--- src/rtl/bcd_pkg.sv ---
// Shared constants for the BCD scan controller: widths, FSM state codes and
// active-low 7-segment patterns ({g,f,e,d,c,b,a}, 0 = segment lit).
package bcd_pkg;

  localparam int unsigned NUM_DIGITS = 5;
  localparam int unsigned IN_W       = 16;
  localparam int unsigned BCD_W      = 20;
  localparam int unsigned SHR_W      = BCD_W + IN_W;

  localparam logic [1:0] StIdle  = 2'd0;
  localparam logic [1:0] StShift = 2'd1;
  localparam logic [1:0] StDone  = 2'd2;

  localparam logic [6:0] SEG_0     = 7'b1000000;
  localparam logic [6:0] SEG_1     = 7'b1111001;
  localparam logic [6:0] SEG_2     = 7'b0100100;
  localparam logic [6:0] SEG_3     = 7'b0110000;
  localparam logic [6:0] SEG_4     = 7'b0011001;
  localparam logic [6:0] SEG_5     = 7'b0010010;
  localparam logic [6:0] SEG_6     = 7'b0000010;
  localparam logic [6:0] SEG_7     = 7'b1111000;
  localparam logic [6:0] SEG_8     = 7'b0000000;
  localparam logic [6:0] SEG_9     = 7'b0010000;
  localparam logic [6:0] SEG_BLANK = 7'b1111111;

  // Double-dabble correction: every nibble >= 5 gets +3 before the shift.
  function automatic logic [BCD_W-1:0] add3_nibbles(input logic [BCD_W-1:0] b);
    logic [BCD_W-1:0] r;
    r = b;
    for (int i = 0; i < NUM_DIGITS; i++) begin
      if (b[4*i +: 4] >= 4'd5) r[4*i +: 4] = b[4*i +: 4] + 4'd3;
    end
    return r;
  endfunction

endpackage

--- src/rtl/bcd_scan_ctrl_if.sv ---
// Value-source / display bundle of the BCD scan controller.
//   in_valid/in_ready/in_value : input handshake (master drives valid/value)
//   bcd_out/bcd_valid/busy     : conversion result and status
//   an/seg                     : active-low digit enables and segments
interface bcd_scan_ctrl_if;
  import bcd_pkg::*;

  logic                  in_valid;
  logic                  in_ready;
  logic [IN_W-1:0]       in_value;
  logic [BCD_W-1:0]      bcd_out;
  logic                  bcd_valid;
  logic                  busy;
  logic [NUM_DIGITS-1:0] an;
  logic [6:0]            seg;

  modport master (
    output in_valid, in_value,
    input  in_ready, bcd_out, bcd_valid, busy, an, seg
  );

  modport slave (
    input  in_valid, in_value,
    output in_ready, bcd_out, bcd_valid, busy, an, seg
  );

endinterface

--- src/rtl/bcd_seg_decode.sv ---
// Combinational BCD digit to active-low 7-segment decoder.
//   digit_i : 4-bit digit, 10..15 decode to blank
//   blank_i : force all segments off
//   seg_o   : {g,f,e,d,c,b,a}, active-low
module bcd_seg_decode
  import bcd_pkg::*;
(
  input  logic [3:0] digit_i,
  input  logic       blank_i,
  output logic [6:0] seg_o
);

  always_comb begin
    seg_o = SEG_BLANK;
    if (!blank_i) begin
      unique case (digit_i)
        4'd0:    seg_o = SEG_0;
        4'd1:    seg_o = SEG_1;
        4'd2:    seg_o = SEG_2;
        4'd3:    seg_o = SEG_3;
        4'd4:    seg_o = SEG_4;
        4'd5:    seg_o = SEG_5;
        4'd6:    seg_o = SEG_6;
        4'd7:    seg_o = SEG_7;
        4'd8:    seg_o = SEG_8;
        4'd9:    seg_o = SEG_9;
        default: seg_o = SEG_BLANK;
      endcase
    end
  end

endmodule

--- src/rtl/bcd_scan_ctrl.sv ---
// Sequential binary-to-BCD converter (double dabble, one iteration per clock)
// with a free-running 5-digit common-anode scan driver.
//   clk   : system clock, rising edge
//   reset : synchronous, active-high
//   bus   : slave side of bcd_scan_ctrl_if (handshake in, result/status/display out)
module bcd_scan_ctrl
  import bcd_pkg::*;
#(
  parameter int unsigned SCAN_DIV      = 50000,
  parameter bit          BLANK_LEADING = 1'b1
) (
  input  logic            clk,
  input  logic            reset,
  bcd_scan_ctrl_if.slave  bus
);

  localparam int unsigned PW = (SCAN_DIV > 1) ? $clog2(SCAN_DIV) : 1;

  logic [1:0]       state_q, state_d;
  logic [SHR_W-1:0] shreg_q, shreg_d;
  logic [3:0]       iter_q, iter_d;
  logic [BCD_W-1:0] bcd_q, bcd_d;
  logic [PW-1:0]    presc_q, presc_d;
  logic [2:0]       idx_q, idx_d;

  logic [SHR_W-1:0] corrected;
  logic             presc_wrap;
  logic [3:0]       nibble;
  logic             blank;
  logic [6:0]       seg_w;

  // Conversion FSM and datapath
  always_comb begin
    state_d   = state_q;
    shreg_d   = shreg_q;
    iter_d    = iter_q;
    bcd_d     = bcd_q;
    corrected = {add3_nibbles(shreg_q[SHR_W-1 -: BCD_W]), shreg_q[IN_W-1:0]};
    unique case (state_q)
      StIdle: begin
        if (bus.in_valid) begin
          shreg_d = {{BCD_W{1'b0}}, bus.in_value};
          iter_d  = 4'd0;
          state_d = StShift;
        end
      end
      StShift: begin
        shreg_d = {corrected[SHR_W-2:0], 1'b0};
        iter_d  = iter_q + 4'd1;
        if (iter_q == 4'd15) begin
          // Publish only the finished result so bcd_out never shows partial sums.
          bcd_d   = corrected[SHR_W-2 -: BCD_W];
          state_d = StDone;
        end
      end
      StDone:  state_d = StIdle;
      default: state_d = StIdle;
    endcase
  end

  // Scan prescaler and digit index, independent of the FSM
  always_comb begin
    presc_wrap = (presc_q == PW'(SCAN_DIV - 1));
    presc_d    = presc_wrap ? '0 : presc_q + 1'b1;
    idx_d      = idx_q;
    if (presc_wrap) idx_d = (idx_q == 3'(NUM_DIGITS - 1)) ? 3'd0 : idx_q + 3'd1;
  end

  always_ff @(posedge clk) begin
    if (reset) begin
      state_q <= StIdle;
      shreg_q <= '0;
      iter_q  <= '0;
      bcd_q   <= '0;
      presc_q <= '0;
      idx_q   <= '0;
    end else begin
      state_q <= state_d;
      shreg_q <= shreg_d;
      iter_q  <= iter_d;
      bcd_q   <= bcd_d;
      presc_q <= presc_d;
      idx_q   <= idx_d;
    end
  end

  // Digit select; a digit is blank when it and every more-significant digit are zero.
  always_comb begin
    nibble = 4'h0;
    blank  = 1'b0;
    for (int k = 0; k < NUM_DIGITS; k++) begin
      if (idx_q == 3'(k)) begin
        nibble = bcd_q[4*k +: 4];
        blank  = BLANK_LEADING && (k != 0) && ((bcd_q >> (4*k)) == '0);
      end
    end
  end

  bcd_seg_decode u_seg_decode (
    .digit_i (nibble),
    .blank_i (blank),
    .seg_o   (seg_w)
  );

  assign bus.in_ready  = (state_q == StIdle);
  assign bus.busy      = (state_q != StIdle);
  assign bus.bcd_valid = (state_q == StDone);
  assign bus.bcd_out   = bcd_q;
  assign bus.an        = ~(NUM_DIGITS'(1) << idx_q);
  assign bus.seg       = seg_w;

endmodule

--- src/flat_wrapper.sv ---
// flat-port wrapper written by rule: the top's interface ports become plain ports
module bcd_scan_ctrl_flat import bcd_pkg::*;
#(
  parameter int unsigned SCAN_DIV      = 50000,
  parameter bit          BLANK_LEADING = 1'b1
)
  (clk, reset, bus_in_valid, bus_in_value, bus_in_ready, bus_bcd_out, bus_bcd_valid, bus_busy, bus_an, bus_seg);
  bcd_scan_ctrl_if bus_i ();
  input  logic clk;
  input  logic reset;
  input wire logic [$bits(bus_i.in_valid)-1:0] bus_in_valid;
  input wire logic [$bits(bus_i.in_value)-1:0] bus_in_value;
  output wire logic [$bits(bus_i.in_ready)-1:0] bus_in_ready;
  output wire logic [$bits(bus_i.bcd_out)-1:0] bus_bcd_out;
  output wire logic [$bits(bus_i.bcd_valid)-1:0] bus_bcd_valid;
  output wire logic [$bits(bus_i.busy)-1:0] bus_busy;
  output wire logic [$bits(bus_i.an)-1:0] bus_an;
  output wire logic [$bits(bus_i.seg)-1:0] bus_seg;
  assign bus_i.in_valid = bus_in_valid;
  assign bus_i.in_value = bus_in_value;
  assign bus_in_ready = bus_i.in_ready;
  assign bus_bcd_out = bus_i.bcd_out;
  assign bus_bcd_valid = bus_i.bcd_valid;
  assign bus_busy = bus_i.busy;
  assign bus_an = bus_i.an;
  assign bus_seg = bus_i.seg;
  bcd_scan_ctrl #(.SCAN_DIV(SCAN_DIV), .BLANK_LEADING(BLANK_LEADING)) u_core (.clk(clk), .reset(reset), .bus(bus_i));
endmodule
--- config.mk ---
export PLATFORM = sky130hd
export DESIGN_NAME = bcd_scan_ctrl_flat
export DESIGN_NICKNAME = d
export VERILOG_FILES = /design/src/rtl/bcd_pkg.sv /design/src/rtl/bcd_scan_ctrl_if.sv /design/src/rtl/bcd_seg_decode.sv /design/src/rtl/bcd_scan_ctrl.sv /design/src/flat_wrapper.sv
export SDC_FILE = /design/constraint.sdc
export NUM_CORES = 1
export LEC_CHECK = 0
export CAP_MARGIN = 5
export CELL_PAD_IN_SITES_DETAIL_PLACEMENT = 1
export CELL_PAD_IN_SITES_GLOBAL_PLACEMENT = 1
export CORE_AREA = 5 5 112 114
export DETAILED_ROUTE_END_ITERATION = 16
export DIE_AREA = 0 0 117 119
export PLACE_DENSITY = 0.71
export SYNTH_ARGS = -nofsm -noshare
export SYNTH_HDL_FRONTEND = slang
export SYNTH_HIERARCHICAL = 1
export SYNTH_SLANG_ARGS = --single-unit
--- constraint.sdc ---
create_clock -name clk -period 2.6 [get_ports clk]
set_input_delay 0.52 -clock clk [delete_from_list [all_inputs] [get_ports clk]]
set_output_delay 0.52 -clock clk [all_outputs]
set_load 0.03 [all_outputs]
==> metrics.json <==
{
  "status": {
    "outcome": "finished with violations",
    "failing_checks": "negative setup slack"
  },
  "cells_and_area": {
    "layout.nets": 634,
    "area_growth_pct": 38.8,
    "post_route_cells_drive_above_1_share_pct": 25.3,
    "fin_area_mm2": 0.00588,
    "n_antenna_cell": 0
  },
  "synth": {
    "synth-seq-cells": 81,
    "synth.mux.area_fraction_pct": 2.10,
    "postSynth.asyncResetShare_pct": 0,
    "synth_fa_ha_area_share_pct": 6.50,
    "ys.flop_type": "sky130_fd_sc_hd__dfxtp_1",
    "synth_fp_nets": 533,
    "synth_cell_types": 47,
    "synth-compound-area-share_pct": 21.7,
    "synthesis.area_mm2": 0.00423,
    "synthesis.yosys.warnings": 6,
    "postSynthAreaPerCell_um2": 8.60,
    "postSynthCellCount": 492,
    "post_synthesis_sequential_area_ratio_pct": 38.3,
    "synth_top_family_by_area": "compound AO/OA/AOI/OAI gates",
    "synth-xor-area-share_pct": 4.14,
    "synth-simple-area-share_pct": 20.2,
    "synth_enable_flop_cells": 0
  },
  "route": {
    "antenna_left": 0,
    "post-route-drc-count": 0,
    "drt_pass1_iterations": 4,
    "detailedRoute.firstIterationViolations": 270,
    "via_per_inst": 5.44,
    "detail_route.wl_per_cell_um": 17.7,
    "totalWireLength_um": 13100,
    "via_count": 4025
  },
  "timing": {
    "grt_setup_unrepaired": "yes",
    "timing.final.max_slew_violations": 0,
    "clock-skew-final_ns": 0.00541,
    "max_freq_mhz": 310,
    "worst_slack_ns": -0.627,
    "timing.final.hold_violations": 0,
    "min_period_over_period_pct": 124,
    "transition_time_of_the_tightest_slew_check_pin_ns": 1.05,
    "post-route-min-period_ns": 3.23,
    "setup_violations": 7,
    "max_slew_margin_pct": 29.8
  },
  "clock_network": {
    "cts-root-to-sink-buffers": 2,
    "cts_hold_buf": 0,
    "clock_latency_ns": 0.34,
    "clkSlewWorstSetupHoldPaths_ns": 0.06,
    "tritoncts_num_sinks": 81,
    "h-tree-depth": 3,
    "tritoncts.num_buffers": 9,
    "clock_tree_from_tritoncts": "yes",
    "cts.root.buffer_cell": "sky130_fd_sc_hd__clkbuf_16"
  },
  "worst_setup_path": {
    "setup.worst_path.class": "register to output port",
    "worst_ep_required_time_ns": 2.08,
    "timing.critical_path.cells": "ha_4 -> ha_4 -> buf_4 -> a222oi_1 -> o31ai_2 -> buf_4 -> buf_6 -> nor2_2 -> buf_4 -> a21oi_4 -> buf_6",
    "worst_path_most_repeated_cell": "sky130_fd_sc_hd__buf_4",
    "worst_path_largest_cell_delay_ns": 0.44,
    "critical_path.slowest_cell": "sky130_fd_sc_hd__a222oi_1",
    "crit_path_end_kind": "output port",
    "critical_path.startpoint_type": "register",
    "timing.critical_path.buf_inv": 5,
    "worstPathArrival_ns": 2.71,
    "timing.critical_path.max_delay_family": "buffers and inverters",
    "worst-path-max-fanout": 5
  },
  "global_routing": {
    "via_count_of_the_first_global_routing_pass": 4066,
    "number_of_antenna_violations_at_the_first_check_in_global_routing": 0,
    "groute.usage.overall_pct": 18.7,
    "pin_count_of_the_biggest_net_entering_global_routing": 30,
    "wire_length_of_the_first_global_routing_pass_um": 20700,
    "overflow_left_after_global_routing": 0
  },
  "placement": {
    "placed_cell_area_mm2": 0.00528,
    "routabilityCongestion": 0.785,
    "placement.io_buffers": 53,
    "dp_hpwl_um": 8790
  },
  "floorplanning": {
    "start_util_pct": 37.4,
    "pin_count": 54,
    "die_outline_area_mm2": 0.0139,
    "die_x_um": 117,
    "std_cell_rows": 39,
    "design.core.area_mm2": 0.0113,
    "chipHeight_um": 119
  },
  "pwr": {
    "vdd_ir_drop_max_mv": 0.271,
    "leak_pwr_uw": 0.00223,
    "total_power_uw": 2810,
    "power.density_cell_area_mw_per_mm2": 478
  },
  "hold_path": {
    "hold_path_class": "register to register"
  },
  "job": {
    "drv.max_cap_violation_count": 0
  }
}
==> repair_timing <==
action	in CTS	in global routing
setup buffers	12	5
endpoints found under the setup margin	7	8
gates resized for setup	32	15
pin swaps	12	9
==> metrics by stage <==
step	hold slack, ns	setup TNS (ns)	utilization, %	setup slack [ns]	cells
2_1_floorplan	0.426	-0.106	-	-0.0626	492
3_3_place_gp	0.438	-1.09	46.6	-0.363	709
3_5_place_dp	0.460	-1.88	46.6	-0.522	709
4_1_cts	0.485	-3.15	51.2	-0.508	736
5_1_grt	0.501	-4.64	51.9	-0.714	740
6_report	0.473	-4.02	51.9	-0.627	740
==> Yosys cell counts (8+ instances only) <==
master	number	share of area (%)
sky130_fd_sc_hd__dfxtp_1	81	38
sky130_fd_sc_hd__nor2_1	55	4.9
sky130_fd_sc_hd__a21oi_1	50	5.9
sky130_fd_sc_hd__inv_1	39	3.5
sky130_fd_sc_hd__o22ai_1	25	3.7
sky130_fd_sc_hd__ha_1	22	6.5
sky130_fd_sc_hd__nand2b_1	22	3.3
sky130_fd_sc_hd__nand2_1	15	1.3
sky130_fd_sc_hd__o21ai_0	15	1.8
sky130_fd_sc_hd__xnor2_1	13	2.7
sky130_fd_sc_hd__buf_2	11	1.3
sky130_fd_sc_hd__clkbuf_1	10	0.89
sky130_fd_sc_hd__a211oi_1	9	1.6
sky130_fd_sc_hd__a222oi_1	9	2.1
sky130_fd_sc_hd__nor3b_1	9	1.6
sky130_fd_sc_hd__o221a_2	9	2.4
sky130_fd_sc_hd__o31ai_1	9	1.6
sky130_fd_sc_hd__nand3_1	8	0.95
==> cell usage in the layout, fill, tap and decap left out, drive strengths merged, types with 7 or more instances in the layout <==
master / instances
inv: 39
a21oi: 50
clkbuf: 13
buf: 71
nand2b: 24
xor2: 7
nor2b: 7
o221a: 9
a211oi: 9
xnor2: 13
nand3: 8
o22ai: 25
ha: 22
clkdlybuf4s50: 45
nand4: 7
o31ai: 9
o21ai: 15
mux2: 7
nand2: 15
a222oi: 9
dfxtp: 81
nor3b: 11
nor2: 55
==> final cells by class <==
cell class / count / area (um^2)
Fill cell: 1313 / 5440
Multi-Input combinational cell: 344 / 2540
Tap cell: 143 / 179
Clock buffer: 12 / 246
Inverter: 39 / 166
Timing Repair Buffer: 118 / 1040
Sequential cell: 81 / 1630
Clock inverter: 3 / 65.1
==> layer usage <==
layer | part of all wire, % | GRT usage (%) | wire length (um) | vias to the layer above
li1 | - | - | - | 1970
met2 | 52 | 32.4 | 6780 | 89
met3 | 4.4 | 4.01 | 573 | 16
met1 | 42 | 22.9 | 5550 | 1950
met4 | 1.4 | 5.66 | 182 | 0
met5 | 0 | 0 | 0 | -
==> sequential cells by signal (all words and copies together) (netlist names) <==
name	count
u_core/shreg_q	36
u_core/bus.bcd_out	20
u_core/presc_q	16
u_core/iter_q	4
u_core/idx_q	3
u_core/state_q	2
==> worst register-to-register path, delay by kind of cell, from the launching register on <==
family / cells / cell delay [ns]
buffers and inverters: 2 / 0.34
AO/OA/AOI/OAI: 1 / 0.29
flip-flops: 1 / 0.39
AND/OR/NAND/NOR: 2 / 0.99
==> where the power goes <==
group / switching (uW) / total, uW / leakage (uW) / internal [uW]
clock network: 487 / 1350 / 0.000153 / 861
registers: 21.9 / 1290 / 0.000659 / 1270
logic: 93.0 / 174 / 0.00141 / 80.6
==> worst paths after layout <==
kind                           from                end  slack [ns]  depth (start not counted)
hold reg to reg   u_core/presc_q[0]  u_core/presc_q[0]        0.47                          1
hold / removal    u_core/presc_q[0]  u_core/presc_q[0]        0.47                          1
setup reg to reg  u_core/state_q[1]  u_core/shreg_q[2]        0.53                          5
setup / recovery    u_core/idx_q[1]         bus_seg[0]       -0.63                         11
==> logic make-up (layout without fill, tap and decap cells) <==
group | after synthesis | in the layout
flip-flops | 81 | 81
buffers and inverters | 67 | 172
XOR/XNOR | 20 | 20
AO/OA/AOI/OAI | 138 | 138
AND/OR/NAND/NOR | 156 | 156
adder cells (fa/ha/maj) | 22 | 22
multiplexers | 8 | 8
(Power assumes the default switching activity.)
